## config.mk

```make
export PLATFORM = sky130hd
export DESIGN_NAME = watch_time_ctrl
export DESIGN_NICKNAME = d
export VERILOG_FILES = /design/src/rtl/watch_time_ctrl.sv
export SDC_FILE = /design/constraint.sdc
export NUM_CORES = 1
export LEC_CHECK = 0
export BUFFER_PORTS_ARGS = -buffer_cell sky130_fd_sc_hd__buf_2
export CAP_MARGIN = 25
export CORE_MARGIN = 5
export CORE_UTILIZATION = 63
export DETAILED_ROUTE_END_ITERATION = 7
export GPL_TIMING_DRIVEN = 0
export MAX_ROUTING_LAYER = met4
export PLACE_DENSITY = 0.79
export SLEW_MARGIN = 20
export SYNTH_ARGS = -nofsm -noshare
export SYNTH_HDL_FRONTEND = slang
export SYNTH_SLANG_ARGS = --single-unit
```

## constraint.sdc

```tcl
create_clock -name clk -period 2.7 [get_ports clk]
set_input_delay 0.81 -clock clk [delete_from_list [all_inputs] [get_ports clk]]
set_output_delay 0.81 -clock clk [all_outputs]
set_load 0.02 [all_outputs]
```

## src/rtl/watch_time_ctrl.sv

```systemverilog
// watch_time_ctrl: timekeeping and set-mode controller for a 4-digit HH:MM
// watch display. Keeps BCD time running from a 1 s tick, scans the four
// digits, and lets the user edit one digit at a time with mode/inc buttons.
//
// Ports:
//   clk          system clock
//   rst_n        asynchronous active-low reset
//   mode_pulse   1-cycle pulse, advances RUN->H10->H1->M10->M1->RUN
//   inc_pulse    1-cycle pulse, increments the digit being edited
//   control_dig  current mode code (0 run, 4/3/2/1 = digit being set)
//   sel          scanned digit index (0 = hour tens .. 3 = minute ones)
//   key          BCD value of the scanned digit
//   sec_en       blink enable for the edited digit (1 = visible)
module watch_time_ctrl #(
    parameter int CLK_FREQ  = 50_000_000,
    parameter int SCAN_DIV  = 50_000,
    parameter int BLINK_DIV = 12_500_000
) (
    input  logic       clk,
    input  logic       rst_n,
    input  logic       mode_pulse,
    input  logic       inc_pulse,
    output logic [2:0] control_dig,
    output logic [1:0] sel,
    output logic [3:0] key,
    output logic       sec_en
);

    localparam int TW = (CLK_FREQ  > 1) ? $clog2(CLK_FREQ)  : 1;
    localparam int SW = (SCAN_DIV  > 1) ? $clog2(SCAN_DIV)  : 1;
    localparam int BW = (BLINK_DIV > 1) ? $clog2(BLINK_DIV) : 1;
    localparam logic [TW-1:0] TICK_MAX  = TW'(CLK_FREQ - 1);
    localparam logic [SW-1:0] SCAN_MAX  = SW'(SCAN_DIV - 1);
    localparam logic [BW-1:0] BLINK_MAX = BW'(BLINK_DIV - 1);

    // Encoding doubles as the control_dig code seen by the decoder.
    typedef enum logic [2:0] {
        S_RUN = 3'd0,
        S_M1  = 3'd1,
        S_M10 = 3'd2,
        S_H1  = 3'd3,
        S_H10 = 3'd4
    } state_t;

    state_t          r_state, w_next;
    logic [SW-1:0]   r_scan_cnt;
    logic [1:0]      r_sel;
    logic [TW-1:0]   r_tick_cnt;
    logic [5:0]      r_sec;
    logic [3:0]      r_h10, r_h1, r_m10, r_m1;
    logic [BW-1:0]   r_blink_cnt;
    logic            r_sec_en;

    logic            w_inc, w_accept, w_tick, w_min_carry;

    // Mode change wins over an increment arriving in the same cycle.
    assign w_inc       = inc_pulse & ~mode_pulse & (r_state != S_RUN);
    assign w_accept    = mode_pulse | w_inc;
    assign w_tick      = (r_state == S_RUN) && (r_tick_cnt == TICK_MAX);
    assign w_min_carry = w_tick && (r_sec == 6'd59);

    // ---------------- mode FSM ----------------
    always_ff @(posedge clk or negedge rst_n) begin
        if (!rst_n) r_state <= S_RUN;
        else        r_state <= w_next;
    end

    always_comb begin
        w_next = r_state;
        if (mode_pulse) begin
            case (r_state)
                S_RUN:   w_next = S_H10;
                S_H10:   w_next = S_H1;
                S_H1:    w_next = S_M10;
                S_M10:   w_next = S_M1;
                S_M1:    w_next = S_RUN;
                default: w_next = S_RUN;
            endcase
        end
    end

    // ---------------- digit scan ----------------
    always_ff @(posedge clk or negedge rst_n) begin
        if (!rst_n) begin
            r_scan_cnt <= '0;
            r_sel      <= 2'd0;
        end else if (r_scan_cnt == SCAN_MAX) begin
            r_scan_cnt <= '0;
            r_sel      <= r_sel + 2'd1;
        end else begin
            r_scan_cnt <= r_scan_cnt + 1'b1;
        end
    end

    // ---------------- timekeeping and digit editing ----------------
    always_ff @(posedge clk or negedge rst_n) begin
        if (!rst_n) begin
            r_tick_cnt <= '0;
            r_sec      <= 6'd0;
            r_h10      <= 4'd0;
            r_h1       <= 4'd0;
            r_m10      <= 4'd0;
            r_m1       <= 4'd0;
        end else if (r_state == S_RUN) begin
            if (w_tick) begin
                r_tick_cnt <= '0;
                r_sec      <= (r_sec == 6'd59) ? 6'd0 : r_sec + 6'd1;
            end else begin
                r_tick_cnt <= r_tick_cnt + 1'b1;
            end
            if (w_min_carry) begin
                if (r_m1 == 4'd9) begin
                    r_m1 <= 4'd0;
                    if (r_m10 == 4'd5) begin
                        r_m10 <= 4'd0;
                        if (r_h10 == 4'd2 && r_h1 == 4'd3) begin
                            r_h10 <= 4'd0;
                            r_h1  <= 4'd0;
                        end else if (r_h1 == 4'd9) begin
                            r_h1  <= 4'd0;
                            r_h10 <= r_h10 + 4'd1;
                        end else begin
                            r_h1  <= r_h1 + 4'd1;
                        end
                    end else begin
                        r_m10 <= r_m10 + 4'd1;
                    end
                end else begin
                    r_m1 <= r_m1 + 4'd1;
                end
            end
        end else begin
            // Leaving set mode restarts the minute at :00.
            if (mode_pulse && w_next == S_RUN) begin
                r_tick_cnt <= '0;
                r_sec      <= 6'd0;
            end
            if (w_inc) begin
                case (r_state)
                    S_H10: begin
                        if (r_h10 >= 4'd2) begin
                            r_h10 <= 4'd0;
                        end else begin
                            r_h10 <= r_h10 + 4'd1;
                            // Entering 2x: keep the hour legal (<= 23).
                            if (r_h10 == 4'd1 && r_h1 > 4'd3) r_h1 <= 4'd3;
                        end
                    end
                    S_H1: begin
                        if ((r_h10 == 4'd2) ? (r_h1 >= 4'd3) : (r_h1 >= 4'd9))
                            r_h1 <= 4'd0;
                        else
                            r_h1 <= r_h1 + 4'd1;
                    end
                    S_M10:   r_m10 <= (r_m10 >= 4'd5) ? 4'd0 : r_m10 + 4'd1;
                    S_M1:    r_m1  <= (r_m1  >= 4'd9) ? 4'd0 : r_m1  + 4'd1;
                    default: ;
                endcase
            end
        end
    end

    // ---------------- blink ----------------
    always_ff @(posedge clk or negedge rst_n) begin
        if (!rst_n) begin
            r_blink_cnt <= '0;
            r_sec_en    <= 1'b1;
        end else if (r_state == S_RUN || w_accept) begin
            // Any accepted press shows the edited digit right away.
            r_blink_cnt <= '0;
            r_sec_en    <= 1'b1;
        end else if (r_blink_cnt == BLINK_MAX) begin
            r_blink_cnt <= '0;
            r_sec_en    <= ~r_sec_en;
        end else begin
            r_blink_cnt <= r_blink_cnt + 1'b1;
        end
    end

    // ---------------- outputs ----------------
    always_comb begin
        key = r_h10;
        case (r_sel)
            2'd0: key = r_h10;
            2'd1: key = r_h1;
            2'd2: key = r_m10;
            2'd3: key = r_m1;
            default: key = r_h10;
        endcase
    end

    assign control_dig = r_state;
    assign sel         = r_sel;
    assign sec_en      = r_sec_en;

endmodule

```

# After elaboration in Yosys (flattened, before gate mapping)
# Index checks and enable logic that the tools add are counted.
# W data, S select, Z words.
# op_classes
add_sub_neg,9
magnitude_cmp,6
eq_ne,24
muxes,49
bitwise,5
reduce_logical,22
# ops
cell,n
$mux W4,32
$mux W26,3
$mux W24,2
$add A26 B1 Y26 const B,1
$eq A26 B26 Y1 const B,1
$add A24 B1 Y24 const B,1
$eq A24 B24 Y1 const B,1
$mux W6,4
$add A16 B1 Y16 const B,1
$add A4 B1 Y4 const B,4
$eq A16 B16 Y1 const B,1
$mux W16,1
$pmux W4 S4,1
$pmux W3 S4,1
$reduce_bool A2 Y1,6
$ne A3 B3 Y1 const B,3
$eq A4 B2 Y1 const B,2
$eq A4 B4 Y1 const B,2
$ge A4 B2 Y1 const B,2
$ge A4 B4 Y1 const B,2
$ne A2 B2 Y1 const B,4
$pmux W4 S2,1
$reduce_and A7 Y1,1
$add A6 B1 Y6 const B,1
25 further kinds,37
# word_totals
register_bits,94
inputBits,4
output_inout_bits,10
word_cells,126

# Depth between registers and ports, before layout
# depth
ltp_word,7
ltp_mapped,9
depth_no_buf,7

# Worst setup path after synthesis
# No wires, ideal clock.
# synth_timing
path_kind,register to register
from,"register r_state[2], in the netlist control_dig[2]"
to,register r_h1[0]
t_arrival_ns,2.270
slack_ns,0.305
path_stages_with_launch,9
n_path_buf,3
period_less_slack_ns,2.395
cell_sequence,dfrtp_1 > buf_6 > or3_1 > buf_2 > nor4_4 > a21oi_2 > buf_2 > nor3_2 > mux2_2
# synth_between
elab_chain_len,5
elab_cells_between_ends,18
# synth_lines
element,line_no,source
start: declaration,45,"state_t r_state, w_next;"
start signal: assignment,65,else r_state <= w_next;
$logic_not A3 Y1,"59, 104",
$logic_and A1 B1 Y1,59,assign w_tick = (r_state == S_RUN) && (r_tick_cnt == TICK_MAX);
$logic_and A1 B1 Y1,60,assign w_min_carry = w_tick && (r_sec == 6'd59);
$ne A2 B2 Y1 (no line),-,
$reduce_and A7 Y1 (no line),-,
end signal: assignment,123,r_h1 <= r_h1 + 4'd1;
end signal: assignment,153,r_h1 <= r_h1 + 4'd1;
end: declaration,50,"logic [3:0] r_h10, r_h1, r_m10, r_m1;"
# Parallel ways exist; a longest one is shown, timed or not. The select of a mux whose other input is x is not followed.
# A chain may end at the register's enable or synchronous reset.

# Final worst setup path
# layout_timing
from,register r_tick_cnt[16]
to,register r_h1[0]
# layout_between
elab_chain_len,5
# layout_lines
element,line_no,source
start: declaration,48,logic [TW-1:0] r_tick_cnt;
start signal: assignment,109,r_tick_cnt <= r_tick_cnt + 1'b1;
$eq A26 B26 Y1,59,
$logic_and A1 B1 Y1,59,
$logic_and A1 B1 Y1,60,
$ne A2 B2 Y1 (no line),-,
$reduce_and A7 Y1 (no line),-,
# No other way between the ends.

==> flow_summary.yaml <==
logic_synthesis:
  synth_top_family_by_area: "simple AND/OR/NAND/NOR gates"
  synth-simple-area-share_pct: 24.0
  synthTopCellsByArea: "dfrtp_1 (42%), nor2_1 (4.5%), ha_1 (4.5%)"
  synth-compound-area-share_pct: 14.0
  async_flop_share_pct: 100
  synth-xor-area-share_pct: 6.02
  synth-edff-count: 0
  synthFlopType: "dfrtp_1"
  syn_area_mm2: 0.00553
  synth_area_per_cell_um2: 9.39
  synth_top_area_share_pct: 42.1
  synth_seq_cells: 94
  syn_nets: 613
  synth_common_cells: "dfrtp_1 (93), nor2_1 (67), nand2_1 (39)"
  postSynthCellCount: 589
  synth_cell_types: 66
  yosysMostFrequentCell: "dfrtp_1"
  ys.warnings.count: 0
  synth_fa_ha_area_share_pct: 4.52
  synth_top_area_cell: "dfrtp_1"
  ys_seq_area_share_pct: 42.6
  synth.mux.area_fraction_pct: 4.52
clock_tree:
  numCtsBuffers: 9
  cts_root_buf: "clkbuf_8"
  clkTransAtPathRegs_ns: 0.10
  worstSkewPairLatency_ns: 0.35
  htree_levels: 3
  cts.path.max_buffers: 2
  cts_tree: "done"
  cts.sinks: 94
routing:
  dr_total_vias: 4510
  routed_via_density: 6.20
  drc_errors: 0
  postRouteAntennaNets: 0
  drt-total-wl_mm: 11.9
  dr.pass1.iters: 5
  drtIter0Drc: 276
  routedWlPerCell_um: 16.3
finish:
  instances_no_fill: 728
  multi_input_area_mm2: 0.00295
  fillers: 677
  postLayoutCoreUtil_pct: 69.3
  antennaDiodeCount: 0
  drive_gt1_share_pct: 11.1
  seq_area_mm2: 0.00235
  areaGrowthSynthToFinish_pct: 8.28
  fin_nets: 640
floorplan:
  core_mm2: 0.00864
  dieArea_mm2: 0.0108
  die_x_um: 104
  initial_core_util_pct: 64.0
  die_y_um: 104
  pin_count: 14
  num_rows: 34
worst_setup_path:
  crit_type: "reg -> reg"
  r2r_cells: 8
  reg2reg_slack_ns: 0.08
  r2r-end: "r_h1[0]$_DFFE_PN0P_"
  start_kind: "register"
  critPathRequiredTime_ns: 2.94
  cp-end-kind: "register"
  critPathMaxFanout: 10
  arrival_ns: 2.87
  reg2reg_from: "r_tick_cnt[16]$_DFFE_PN0P_"
timing:
  max_freq_mhz: 381
  relSlewSlack_pct: 41.0
  layout_setup_ws_ns: 0.0756
  worst_pin_slew_ns: 0.874
  period_minus_slack_ns: 2.62
  fin_crit_sh_pct: 97.2
  hold_viol_final: 0
  slew_violations: 0
  setup_viol: 0
  fin_skew_ns: 0.0117
placement:
  place_congestion: 0.891
  hpwl_mm: 8.52
  dp.cells: 711
  port_buffers: 13
  dp_slack_ns: -0.221
power_and_ir_drop:
  irDropWorstVdd_mv: 0.470
  powerDensity_mw_per_mm2: 780
  leakagePower_nw: 2.50
flow_run:
  cap_viol_max_count: 0
worst_hold_path:
  min_path_type: "in -> async"
grt:
  track_usage_pct: 23.1
  grt_overflow: 0
  grt_max_degree: 53
  grt_pass1_wl_mm: 20.5
  grt_pass1_vias: 4382
  antenna_found_initial: 0
outcome:
  status: "completed"
sequential cells by signal, summed over array words and instances, names as in the netlist:
name,count
sel,2
control_dig,3
sec_en,1
r_tick_cnt,26
r_m1,4
r_blink_cnt,24
r_h1,4
r_m10,4
r_h10,4
r_scan_cnt,16
r_sec,6
layout make-up:
class	count	area share (%)
inverters	29	1.82
repair buffers	16	1.90
clock inverters	6	1.19
flip-flops and latches	94	39.3
multi-input cells	439	49.2
well taps	108	2.26
clock buffers	9	2.07
plain buffers	27	2.24
critical path, cell delays in order, from the launching register on:
cell	delay (ns)
dfrtp_1	0.37
buf_2	0.18
or4_1	0.58
nor4_4	0.23
buf_4	0.20
a21oi_2	0.07
buf_2	0.22
nor3_2	0.29
mux2_2	0.37
layer usage:
metal,GRT usage (%),vias up,wire length (um)
met3,3.92,18,507
met4,8.23,0,229
met5,-,-,0
li1,-,2188,-
met1,30.8,2193,5360
met2,35.7,111,5790
layout by cell type, fill, tap and decap left out, types with 4 or more instances in the layout:
| master | instances |
|---|---|
| and2_1 | 9 |
| nand2_1 | 39 |
| mux2_2 | 8 |
| inv_1 | 29 |
| clkbuf_8 | 9 |
| buf_6 | 4 |
| nor3_1 | 13 |
| ha_1 | 20 |
| o2bb2ai_1 | 5 |
| xor2_1 | 13 |
| a21oi_1 | 19 |
| a31oi_1 | 10 |
| a21o_1 | 5 |
| clkbuf_1 | 18 |
| a22o_1 | 10 |
| or2_2 | 4 |
| nor2_1 | 67 |
| nor4_1 | 7 |
| xnor2_1 | 25 |
| o31ai_1 | 5 |
| or3_1 | 9 |
| dfrtp_1 | 93 |
| nand3b_1 | 5 |
| nand3_1 | 31 |
| mux2i_1 | 16 |
| buf_2 | 15 |
| or4_1 | 7 |
| a222oi_1 | 4 |
| and4_1 | 6 |
| and3_1 | 13 |
| nand4_1 | 15 |
| o21ai_0 | 23 |
metrics by stage:
stage          total power, W  TNS [ns]  cell area, um^2  hold slack [ns]
2_1_floorplan         0.00317         0             5530            0.448
3_3_place_gp          0.00364     -9.28             5730            0.469
3_5_place_dp          0.00370    -0.792             5760            0.472
4_1_cts               0.00465         0             5960            0.363
5_1_grt               0.00501   -0.0400             5990            0.364
6_report              0.00467         0             5990            0.360
how the worst max path moves through the flow:
stage / startpoint / cells after the start / end / slack [ns]
floorplan: control_dig[2]$_DFF_PN0_ / 8 / r_h1[0]$_DFFE_PN0P_ / 0.30
global placement: control_dig[0]$_DFF_PN0_ / 6 / r_h1[0]$_DFFE_PN0P_ / -0.19
detailed placement: control_dig[2]$_DFF_PN0_ / 7 / r_h1[0]$_DFFE_PN0P_ / -0.22
CTS: control_dig[0]$_DFF_PN0_ / 7 / r_tick_cnt[17]$_DFFE_PN0P_ / 0.01
global route: r_tick_cnt[16]$_DFFE_PN0P_ / 8 / r_h1[0]$_DFFE_PN0P_ / -0.03
finish: r_tick_cnt[16]$_DFFE_PN0P_ / 8 / r_h1[0]$_DFFE_PN0P_ / 0.08
logic make-up (layout without fill, tap and decap cells):
| kind of cell | after synthesis | after routing |
|---|---|---|
| fa+ha+maj | 20 | 20 |
| flops | 94 | 94 |
| mux | 24 | 24 |
| compound gates | 111 | 111 |
| xor+xnor | 38 | 38 |
| simple gates | 246 | 246 |
| buf+inv | 56 | 87 |
what timing repair did:
item                       in CTS  in global routing
pin swaps                       0                  2
gates resized for setup         1                  5
hold buffers                    0                  0
setup endpoints to repair      10                 29
buffers inserted                0                  2
gates cloned                    0                  0
where the power goes:
part | switching (W) | internal, W | leakage (nW)
clock network | 0.000511 | 0.000430 | 0.0919
logic | 0.00120 | 0.000702 | 1.15
registers | 0.000242 | 0.00159 | 1.26
total | 0.00195 | 0.00272 | 2.50
(Power assumes the default switching activity.)
